### config.mk
export PLATFORM = sky130hd
export DESIGN_NAME = recip_float
export DESIGN_NICKNAME = d
export VERILOG_FILES = /design/src/rtl/recip_float.sv
export SDC_FILE = /design/constraint.sdc
export NUM_CORES = 1
export LEC_CHECK = 0
export CAP_MARGIN = 20
export CELL_PAD_IN_SITES_DETAIL_PLACEMENT = 0
export CELL_PAD_IN_SITES_GLOBAL_PLACEMENT = 1
export CORE_AREA = 5 5 92 94
export DETAILED_ROUTE_END_ITERATION = 7
export DIE_AREA = 0 0 97 99
export PLACE_DENSITY = 0.85
export RECOVER_POWER = 100
export SLEW_MARGIN = 40
export SYNTH_ARGS = -nofsm -noshare
export SYNTH_HDL_FRONTEND = slang
export SYNTH_SLANG_ARGS = --single-unit
### constraint.sdc
create_clock -name clk_i -period 3.25 [get_ports clk_i]
set_input_delay 0.65 -clock clk_i [delete_from_list [all_inputs] [get_ports clk_i]]
set_output_delay 0.65 -clock clk_i [all_outputs]
set_load 0.05 [all_outputs]
### src/rtl/recip_float.sv
// recip_float: sequential reciprocal of a 16-bit float (1 sign, 8 exponent bias 127,
// 7 mantissa, implicit leading one). A normal operand runs a 9-step restoring
// division of 2^15 by the full significand, then one normalisation step.
// Zero/denormal operands return signed infinity with dz; inf/NaN return signed zero.
// Results below the normal range flush to signed zero with uf.
//
// Ports:
//   clk_i     clock, rising edge
//   rst_ni    asynchronous active-low reset
//   start_i   request pulse, sampled only while idle
//   a_i       operand, captured when start is accepted
//   result_o  reciprocal, valid with done_o, held until the next accepted start
//   busy_o    high from the edge after acceptance through the done cycle
//   done_o    one-cycle completion pulse
//   dz_o      divide-by-zero flag, held with result_o
//   uf_o      underflow (flush-to-zero) flag, held with result_o
module recip_float (
  input  logic        clk_i,
  input  logic        rst_ni,
  input  logic        start_i,
  input  logic [15:0] a_i,
  output logic [15:0] result_o,
  output logic        busy_o,
  output logic        done_o,
  output logic        dz_o,
  output logic        uf_o
);

  typedef enum logic [1:0] {StIdle, StDiv, StNorm, StDone} state_e;

  state_e      state_q, state_d;
  logic        sign_q, sign_d;
  logic [7:0]  exp_q, exp_d;
  logic [7:0]  d_q, d_d;
  logic [8:0]  r_q, r_d;
  logic [8:0]  q_q, q_d;
  logic [3:0]  cnt_q, cnt_d;
  logic [15:0] result_q, result_d;
  logic        dz_q, dz_d;
  logic        uf_q, uf_d;

  logic [7:0]  diff;
  logic [9:0]  exp_calc;

  always_comb begin
    state_d  = state_q;
    sign_d   = sign_q;
    exp_d    = exp_q;
    d_d      = d_q;
    r_d      = r_q;
    q_d      = q_q;
    cnt_d    = cnt_q;
    result_d = result_q;
    dz_d     = dz_q;
    uf_d     = uf_q;
    // Remainder stays below D (< 256) after a subtract, so 8 bits suffice.
    diff     = r_q[7:0] - d_q;
    // Q[8] set only for D == 128 (mantissa 0); otherwise Q[7] is the leading one.
    exp_calc = (q_q[8] ? 10'd254 : 10'd253) - {2'b00, exp_q};

    unique case (state_q)
      StIdle: begin
        if (start_i) begin
          sign_d = a_i[15];
          exp_d  = a_i[14:7];
          d_d    = {1'b1, a_i[6:0]};
          r_d    = 9'd128;
          q_d    = '0;
          cnt_d  = '0;
          dz_d   = 1'b0;
          uf_d   = 1'b0;
          if (a_i[14:7] == 8'h00) begin
            result_d = {a_i[15], 8'hFF, 7'h00};
            dz_d     = 1'b1;
            state_d  = StDone;
          end else if (a_i[14:7] == 8'hFF) begin
            result_d = {a_i[15], 15'b0};
            state_d  = StDone;
          end else begin
            state_d = StDiv;
          end
        end
      end
      StDiv: begin
        if (r_q >= {1'b0, d_q}) begin
          r_d = {diff, 1'b0};
          q_d = {q_q[7:0], 1'b1};
        end else begin
          r_d = {r_q[7:0], 1'b0};
          q_d = {q_q[7:0], 1'b0};
        end
        cnt_d = cnt_q + 4'd1;
        if (cnt_q == 4'd8) state_d = StNorm;
      end
      StNorm: begin
        if (exp_calc[9] || exp_calc == 10'd0) begin
          result_d = {sign_q, 15'b0};
          uf_d     = 1'b1;
        end else begin
          result_d = {sign_q, exp_calc[7:0], q_q[8] ? 7'h00 : q_q[6:0]};
        end
        state_d = StDone;
      end
      StDone:  state_d = StIdle;
      default: state_d = StIdle;
    endcase
  end

  always_ff @(posedge clk_i or negedge rst_ni) begin
    if (!rst_ni) begin
      state_q  <= StIdle;
      sign_q   <= 1'b0;
      exp_q    <= '0;
      d_q      <= '0;
      r_q      <= '0;
      q_q      <= '0;
      cnt_q    <= '0;
      result_q <= '0;
      dz_q     <= 1'b0;
      uf_q     <= 1'b0;
    end else begin
      state_q  <= state_d;
      sign_q   <= sign_d;
      exp_q    <= exp_d;
      d_q      <= d_d;
      r_q      <= r_d;
      q_q      <= q_d;
      cnt_q    <= cnt_d;
      result_q <= result_d;
      dz_q     <= dz_d;
      uf_q     <= uf_d;
    end
  end

  assign result_o = result_q;
  assign busy_o   = (state_q != StIdle);
  assign done_o   = (state_q == StDone);
  assign dz_o     = dz_q;
  assign uf_o     = uf_q;

endmodule
==> metrics.md, run 1 <==
| Metric | Value |
|---|---|
| Status | `complete, but fails checks` |
| Violated checks | `max-capacitance violations, max-slew violations` |
| Rel. slew slack | `-5.672%` |
| Final-report setup violation count | `0` |
| TritonRoute pass-1 iters | `4` |
| Die X-Extent | `97 um` |
| Final nets | `394` |
| Core area | `7567 um2` |
| Final ANT Viol Nets | `0` |
| # DRC | `0` |
| Post-synth top flop | `dfrtp_1` |
| PortBufs | `38` |
| Comb pwr share | `51.0%` |
| Drt first-iter violations | `86` |
| Site row count | `32` |
| Routed wire per std cell | `14.73 um` |
| Tot GR Track Use | `15.23%` |
| Starting density of the core | `between 40% and 50%` |
| Peak supply drop | `roughly 0.00038 V` |
| Max-slew violations | `30` |
| HP Class | `flip-flop to flip-flop` |
| Net Sw Power | `1.592 mW` |
| LEAKAGE | `1.735 nW` |
| RSZ-0062 raised after global routing | `no` |
| IO Count | `39` |
| Register area share after synthesis | `44.65%` |
| Arr. time, crit path | `2.09 ns` |
| Area grow syn2layout | `19.52%` |
| Yosys cell types | `52` |
| Fin crit share | `84.41%` |
| DR vias | `about 2500` |
| Clk buf depth | `2` |
| Sw Ratio | `43.95%` |
| Initial antenna violation count | `0` |
| Post-synth ARST share | `100.0%` |
| Final wirelength | `just under 7 mm` |
| P_int | `between 2 and 2.5 mW` |
| Clock skew | `0.007441 ns` |
| Total CTS buffers | `9` |
| Post_cts resized | `0` |
| Placed cell area | `3729 um2` |
| Hold_buf cts | `0` |
| Layout cell share with drive strength beyond 1 | `12.47%` |
| Placer Congestion | `0.8937` |
| Die Y-Extent | `roughly 99 um` |
| P per Cell Area | `932.2 nW/um2` |
| YS warnings | `0` |
| Syn_area_per_cell | `10.29 um2` |
| Yosys reg bits | `58` |
| Largest net degree at the start of global routing | `31` |
| MaxCap Viol Count | `1` |
| Post-CTS setup repair buffer count | `0` |
| Antenna cell count | `0` |
| Post-synth EDFFs | `0` |
| Clock sink total | `58` |
| Commonest cells after routing, fill and taps aside | `dfrtp_1, nand2_1, inv_1` |
| Synthesized Nets | `roughly 350` |
| Startpoint type of the worst setup path | `flip-flop` |
| Power share of the sequential group | `31.6%` |
| Mapped Cells | `316` |
| Crit path time final | `2.743 ns` |
| Vias in the first global route | `between 2000 and 2500` |
| Total power | `3.621 mW` |
| Vias per cell | `5.335` |
| Final setup TNS | `0 ns` |
| Clk pwr share | `between 15 and 20%` |
| Leading cell type in the layout, fill and taps excluded | `dfrtp_1` |
| Slew @ Worst Pin | `1.585 ns` |
| TritonCTS clock tree | `yes` |
| Fmax | `0.3645 GHz` |
| Final std cell area, no fill | `3885 um2` |
| First-pass GRT wire length | `11.92 mm` |
| Worst-path clk slew | `0.07 ns` |
| Worst-Skew Late Latency | `0.34 ns` |
| Placed insts | `447` |
| Fin cells | `between 400 and 500` |
| Post-DP HPWL | `5.086 mm` |
| H-tree Lvls | `3` |
| Post-Syn Area | `3251 um2` |
| Crit. End Element | `primary output` |
| Hold Fails Final Rpt | `0` |
| Critical path class | `flip-flop to primary output` |
| Max FO, Critical Path | `5` |
| Root Buffer | `clkbuf_8` |
| Die ar. | `9603 um2` |
| Worst Path Required | `between 2 and 3 ns` |
| Total gr overflow | `0` |
| Hold_ws | `0.4632 ns` |
==> critical path, stage by stage (launching register included) <==
cell	delay, ns
dfrtp_1	0.37
inv_1	0.09
ha_1	0.25
inv_1	0.14
dlygate4sd3_1	0.89
==> synthesized netlist by cell type (all sizes together), types with 4 or more instances <==
cell type | count | area (um2)
dfrtp | 58 | 1451
xor2 | 5 | 43.79
a22o | 4 | 35.03
o211ai | 6 | 45.04
nand2 | 29 | 111.4
nor2 | 12 | 45.04
mux2 | 25 | 296.5
a211oi | 4 | 42.54
a21oi | 5 | 25.02
o31ai | 14 | 105.1
inv | 27 | 101.4
nand4 | 11 | 68.82
nand3 | 12 | 72.57
nand3b | 5 | 37.54
ha | 17 | 212.7
or3 | 6 | 42.54
o21ai | 22 | 117.6
nand2b | 6 | 40.04
clkbuf | 10 | 37.54
==> stage by stage <==
step | worst slack [ns] | util (%)
6_report | 0.5067 | 51.34
5_1_grt | 0.3599 | 51.34
4_1_cts | 0.5217 | 51.72
3_5_place_dp | 0.6254 | 49.27
3_3_place_gp | 0.6398 | 49.27
2_1_floorplan | 1.022 | -
==> cell type report <==
| type | instances | area, um2 |
|---|---|---|
| Clock buffer | 10 | 127.6 |
| Clock inverter | 6 | 57.56 |
| Fill cell | 671 | 3682 |
| Inverter | 27 | 101.3 |
| Multi-Input combinational cell | 218 | 1625 |
| Sequential cell | 58 | 1451 |
| Tap cell | 102 | 127.6 |
| Timing Repair Buffer | 42 | 394.1 |
==> state kept, by name, summed over array words and instances (netlist names) <==
signal,cells
dz_o,1
r_q,8
result_o,16
uf_o,1
sign_q,1
exp_q,8
d_q,8
cnt_q,4
state_q,2
q_q,9
==> power groups by stage <==
stage          clock network [mW]  logic [mW]  registers [mW]
6_report                    0.632        1.85            1.14
5_1_grt                     0.686        2.05            1.18
4_1_cts                     0.653        1.93            1.15
3_5_place_dp                    0        1.92            1.16
3_3_place_gp                    0        1.89            1.15
2_1_floorplan                   0        1.29            1.29
==> per-layer routing <==
| metal | GRT usage [%] | part of all wire (%) | up-vias |
|---|---|---|---|
| li1 | - | - | 1212 |
| met1 | 19.15 | 44 | 1196 |
| met2 | 25.74 | 51 | 53 |
| met3 | 3.892 | 3.8 | 9 |
| met4 | 4.860 | 1.1 | 0 |
| met5 | 0 | 0 | - |
==> cells by family (layout without fill, tap and decap cells) <==
group	count (synthesis)	after routing	synth area share, %
AND/OR/NAND/NOR	98	98	16.40
adder cells (fa/ha/maj)	19	19	7.775
XOR/XNOR	8	8	2.156
buffers and inverters	40	85	4.812
flip-flops	58	58	44.65
multiplexers	27	27	9.738
AO/OA/AOI/OAI	66	66	14.47
==> worst paths after layout <==
kind,from,to,slack (ns),cells past startpoint
max in group asynchronous,rst_ni,q_q[1],1.07,2
hold reg to reg,d_q[7],d_q[7],0.46,2
min in group asynchronous,rst_ni,exp_q[7],0.70,1
hold / removal,d_q[7],d_q[7],0.46,2
setup / recovery,state_q[0],busy_o,0.51,4
setup reg to reg,q_q[8],result_o[12],0.72,8
(Power assumes the default switching activity.)
==> run 2: changes to the inputs <==
- clock period: 3.25 -> 2.6 ns (I/O delays scaled with it)
==> run 2 against run 1 <==
- the run still ends with max-capacitance violations, max-slew violations left
- clock-buffer cell count is 1 lower
- sequential share of layout area is 0.27 points lower
- total power is 27% higher
- sequential power is 25% higher
- wire length is 3.4% higher
- via count is 0.28% higher
- critical path depth is 4 higher
- critical endpoint is now result_o[1]
- largest power group unchanged
==> metrics.md, run 2 (same netlist as run 1, synthesis figures left out) <==
| Metric | Value |
|---|---|
| Starting density of the core | `42.96%` |
| Worst-path clk slew | `~0.070 ns` |
| Final ANT Viol Nets | `0` |
| Total CTS buffers | `9` |
| HP Class | `flip-flop to flip-flop` |
| Startpoint type of the worst setup path | `flip-flop` |
| Arr. time, crit path | `2.64 ns` |
| Total gr overflow | `0` |
| Max FFs per register | `16` |
| Initial antenna violation count | `0` |
| Slew @ Worst Pin | `1.509 ns` |
| Worst Path Required | `2.81 ns` |
| Post-CTS setup repair buffer count | `0` |
| Max FO, Critical Path | `9` |
| Hold path cells | `2` |
| Slowest CP cell | `fa_1` |
| Fin cells | `466` |
| Status | `complete, but fails checks` |
| Fin crit share | `93.63%` |
| LEAKAGE | `roughly 1.7 nW` |
| Crit path buffers/inverters | `1` |
| Final setup TNS | `0 ns` |
| Critical-path cell list | `ha_1 > inv_1 > fa_1 > xnor2_1 > nand3_4 > a211oi_4 > or3_1 > o31ai_1` |
| Site row count | `32` |
| Final nets | `397` |
| Filler instances | `697` |
| Rel. slew slack | `-0.6286%` |
| Hold_ws | `0.4545 ns` |
| Tot GR Track Use | `approximately 16%` |
| Largest net degree at the start of global routing | `32` |
| Die Y-Extent | `99 um` |
| Max-slew violations | `29` |
| Root Buffer | `clkbuf_8` |
| Commonest cells after routing, fill and taps aside | `dfrtp_1, nand2_1, inv_1` |
| Critical path class | `flip-flop to flip-flop` |
| Die X-Extent | `around 97 um` |
| TritonCTS clock tree | `yes` |
| Placed insts | `450` |
| CP delay by family, top | `adder cells` |
| P per Cell Area | `around 1200 nW/um2` |
| CP peak stage delay | `0.41 ns` |
| Clock skew | `about 0.0087 ns` |
| Leading cell type in the layout, fill and taps excluded | `dfrtp_1` |
| Peak supply drop | `0.0004644 V` |
| PortBufs | `38` |
| Hold Fails Final Rpt | `0` |
| Final Util | `51.72%` |
| H-tree Lvls | `3` |
| Clk buf depth | `2` |
| Vias in the first global route | `2497` |
| # DRC | `0` |
| Post-DP HPWL | `roughly 5.2 mm` |
| Area grow syn2layout | `20.40%` |
| Clock sink total | `58` |
| First-pass GRT wire length | `12.05 mm` |
| Final-report setup violation count | `0` |
| Core area | `7567 um2` |
| RSZ-0062 raised after global routing | `no` |
| Antenna cell count | `0` |
| MaxCap Viol Count | `1` |
| IO Count | `39` |
| Depth of the most critical reg-to-reg path | `8` |
| Crit path depth | `8` |
| Placer Congestion | `~0.83` |
| Routed wire per std cell | `15.13 um` |
| Crit. End Element | `flip-flop` |
| DR vias | `2477` |
| Violated checks | `max-capacitance violations, max-slew violations` |
| Fmax | `0.4108 GHz` |
| Vias per cell | `5.315` |
| Drt first-iter violations | `57` |
| Die ar. | `9603 um2` |
| TritonRoute pass-1 iters | `4` |
| Worst-Skew Late Latency | `0.34 ns` |
| Layout cell share with drive strength beyond 1 | `13.46%` |
| Crit path time final | `~2.4 ns` |
| Final wirelength | `7.051 mm` |
-- run 2: cell count changes in the layout (fill, tap and decap cells not counted), moves of 2 or more --
cell	previous run	this run
o21ai_0	17	19
buf_4	1	4
dlygate4sd3_1	22	20
o21ai_1	3	1
-- run 2: final cells by class --
class	instances	area, um2	area share (%)
multi-input combinational	218	1625	41.53
sequential	58	1451	37.08
timing repair buffer	45	415.4	10.61
tap	102	127.6	3.261
clock buffer	9	123.9	3.165
inverter	27	101.3	2.590
clock inverter	7	68.82	1.758
-- run 2: path summary, 6_finish.rpt --
check / end / startpoint / slack (ns)
setup / recovery: result_o[1] / exp_q[0] / 0.17
hold / removal: d_q[7] / d_q[7] / 0.45
setup reg to reg: result_o[1] / exp_q[0] / 0.17
hold reg to reg: d_q[7] / d_q[7] / 0.45
max in group asynchronous: q_q[3] / rst_ni / 0.58
min in group asynchronous: exp_q[6] / rst_ni / 0.53
-- run 2: what timing repair did --
action                                  in CTS  in global routing
hold endpoints to repair                     0                  0
endpoints found under the setup margin       1                  0
hold buffers                                 0                  0
resized for setup                            1                  0
-- run 2: power breakdown --
group          internal, mW  switching (mW)  total [mW]
sequential             1.20           0.223        1.42
clock                 0.440           0.380       0.820
combinational         0.921            1.42        2.34
-- run 2: tightest hold or removal path: cells and delay by family, from the launching register on --
family,cells,cell delay [ns]
buffers and inverters,1,0.05
flip-flops,1,0.32
AND/OR/NAND/NOR,1,0.05
-- run 2: per-layer routing --
layer  vias up  wire length (um)  part of all wire, %  global-route usage [%]
met5         -                 0                    0                       0
met4         0                79                  1.1                   6.803
met3         5               307                  4.4                   3.680
met2        49              3684                   52                   26.22
met1      1204              2980                   42                   18.93
li1       1219                 -                    -                       -
-- run 2: per-stage QoR --
| step | cell area, um2 | setup WS [ns] | power [mW] |
|---|---|---|---|
| floorplan | 3251 | 0.3716 | 3.224 |
| global placement | 3764 | 0.2406 | 3.827 |
| detailed placement | 3764 | 0.1854 | 3.870 |
| CTS | 3955 | 0.1608 | 4.713 |
| global route | 3914 | 0.005605 | 4.927 |
| finish | 3914 | 0.1655 | 4.582 |
==> run 3: changes to the inputs <==
- CORE_AREA: 5 5 92 94 -> 5 5 97 99
- DIE_AREA: 0 0 97 99 -> 0 0 102 104
- PLACE_DENSITY: 0.85 -> 0.78
- RECOVER_POWER: 100 -> 50
- clock period: 2.6 -> 2.4 ns (I/O delays scaled with it)
==> run 3 against run 2 <==
- critical path type unchanged
- the flow now finishes without violations
- register-to-register slack worse by 0.05 ns
- die area is 10% higher
- critical path depth is 1 lower
==> metrics.md, run 3 (same netlist as run 1, synthesis figures left out) <==
| Metric | Value |
|---|---|
| Final std cell area, no fill | `3990 um2` |
| Worst-path clk slew | `0.07 ns` |
| Initial antenna violation count | `0` |
| Final ANT Viol Nets | `0` |
| PnR worst setup slack | `0.1141 ns` |
| Hold_buf cts | `0` |
| Net Sw Power | `around 2.2 mW` |
| Post-CTS setup repair buffer count | `0` |
| FF-to-FF setup slack | `about 0.11 ns` |
| Site row count | `34` |
| Startpoint type of the worst setup path | `flip-flop` |
| Max-slew violations | `0` |
| Placer Congestion | `between 0.8 and 0.9` |
| Final nets | `398` |
| Fmax | `roughly 0.44 GHz` |
| Clock sink total | `58` |
| Placed cell area | `~3800 um2` |
| Vias per cell | `around 5.3` |
| Clk buf depth | `2` |
| Antenna cell count | `0` |
| Tot GR Track Use | `roughly 14%` |
| PortBufs | `38` |
| Die ar. | `10610 um2` |
| Worst Path Required | `2.62 ns` |
| Die Y-Extent | `104 um` |
| Drt first-iter violations | `144` |
| Max FFs per register | `16` |
| Total power | `between 5 and 6 mW` |
| Core area | `8466 um2` |
| RSZ-0062 raised after global routing | `no` |
| Peak supply drop | `0.0005096 V` |
| H-tree Lvls | `3` |
| IO Count | `39` |
| Root Buffer | `clkbuf_8` |
| Fin cells | `473` |
| TritonRoute pass-1 iters | `4` |
| DR vias | `2506` |
| Die X-Extent | `roughly 100 um` |
| Crit. End Element | `flip-flop` |
| Post-DP HPWL | `~5 mm` |
| P_int | `2.988 mW` |
| Vias in the first global route | `roughly 2500` |
| # DRC | `0` |
| HP Class | `flip-flop to flip-flop` |
| Worst-Skew Late Latency | `0.33 ns` |
| Arr. time, crit path | `~2.5 ns` |
| Commonest cells after routing, fill and taps aside | `dfrtp_1, clkdlybuf4s50_1, nand2_1` |
| Final wirelength | `~7.0 mm` |
| Filler instances | `823` |
| Placed insts | `457` |
| Leading cell type in the layout, fill and taps excluded | `dfrtp_1` |
| MaxCap Viol Count | `0` |
| Comb pwr share | `50.8%` |
| P per Cell Area | `1293 nW/um2` |
| Total gr overflow | `0` |
| TritonCTS clock tree | `yes` |
| Max FO, Critical Path | `9` |
| Sw Ratio | `42.09%` |
| Total CTS buffers | `9` |
| First-pass GRT wire length | `12.19 mm` |
| Layout cell share with drive strength beyond 1 | `16.44%` |
| Fin crit share | `95.25%` |
| Dpl ws | `roughly 0.054 ns` |
| Starting density of the core | `38.40%` |
| Hold_ws | `0.4510 ns` |
| Area grow syn2layout | `22.75%` |
| Routed wire per std cell | `~15 um` |
| Clk pwr share | `19.1%` |
| Crit path time final | `2.286 ns` |
| Critical path class | `flip-flop to flip-flop` |
| Final-report setup violation count | `0` |
| Status | `completed` |
| Clock skew | `about 0.009 ns` |
| Final setup TNS | `0 ns` |
| Slew @ Worst Pin | `1.425 ns` |
| Final Util | `47.13%` |
| Power share of the sequential group | `30.1%` |
| Hold Fails Final Rpt | `0` |
| LEAKAGE | `1.733 nW` |
| Rel. slew slack | `5.021%` |
| Largest net degree at the start of global routing | `a little under 60` |
## run 3: worst paths after layout
path                         from          end  cells past startpoint
min in group asynchronous  rst_ni     exp_q[6]                      2
min reg2reg                d_q[7]       d_q[7]                      2
max                        q_q[8]  result_o[7]                      7
max in group asynchronous  rst_ni       q_q[3]                      2
min                        d_q[7]       d_q[7]                      2
max reg2reg                q_q[8]  result_o[7]                      7
## run 3: critical path, stage by stage, from the launching register on
cell      delay, ns
dfrtp_1        0.38
buf_4          0.15
ha_1           0.26
nor2b_1        0.17
or3_4          0.36
a211oi_4       0.43
o31ai_1        0.14
mux2_2         0.29
## run 3: layer usage
| layer | vias up | part of all wire (%) | track usage, % |
|---|---|---|---|
| met5 | - | 0 | 0 |
| met4 | 0 | 1.1 | 3.749 |
| met3 | 7 | 5.1 | 4.091 |
| met2 | 51 | 49 | 23.54 |
| met1 | 1231 | 45 | 18.02 |
| li1 | 1217 | - | - |
## run 3: cell type report
class	count	area [um2]	area share, %
Tap cell	108	135.1	3.387
Inverter	27	101.3	2.540
Clock inverter	5	77.57	1.944
Timing Repair Buffer	46	427.9	10.72
Sequential cell	58	1451	36.37
Multi-Input combinational cell	218	1655	41.49
Clock buffer	11	141.4	3.543
## run 3: power groups by stage
stage	Sequential [mW]	Combinational, mW	Clock [mW]
detailed placement	1.57	2.62	0
CTS	1.55	2.64	1.02
global route	1.60	2.90	1.06
global placement	1.56	2.60	0
floorplan	1.75	1.75	0
finish	1.55	2.62	0.986
## run 3: what timing repair did
action,in CTS,in global routing
gates resized for setup,1,1
pin swaps,0,1
setup endpoints to repair,1,14
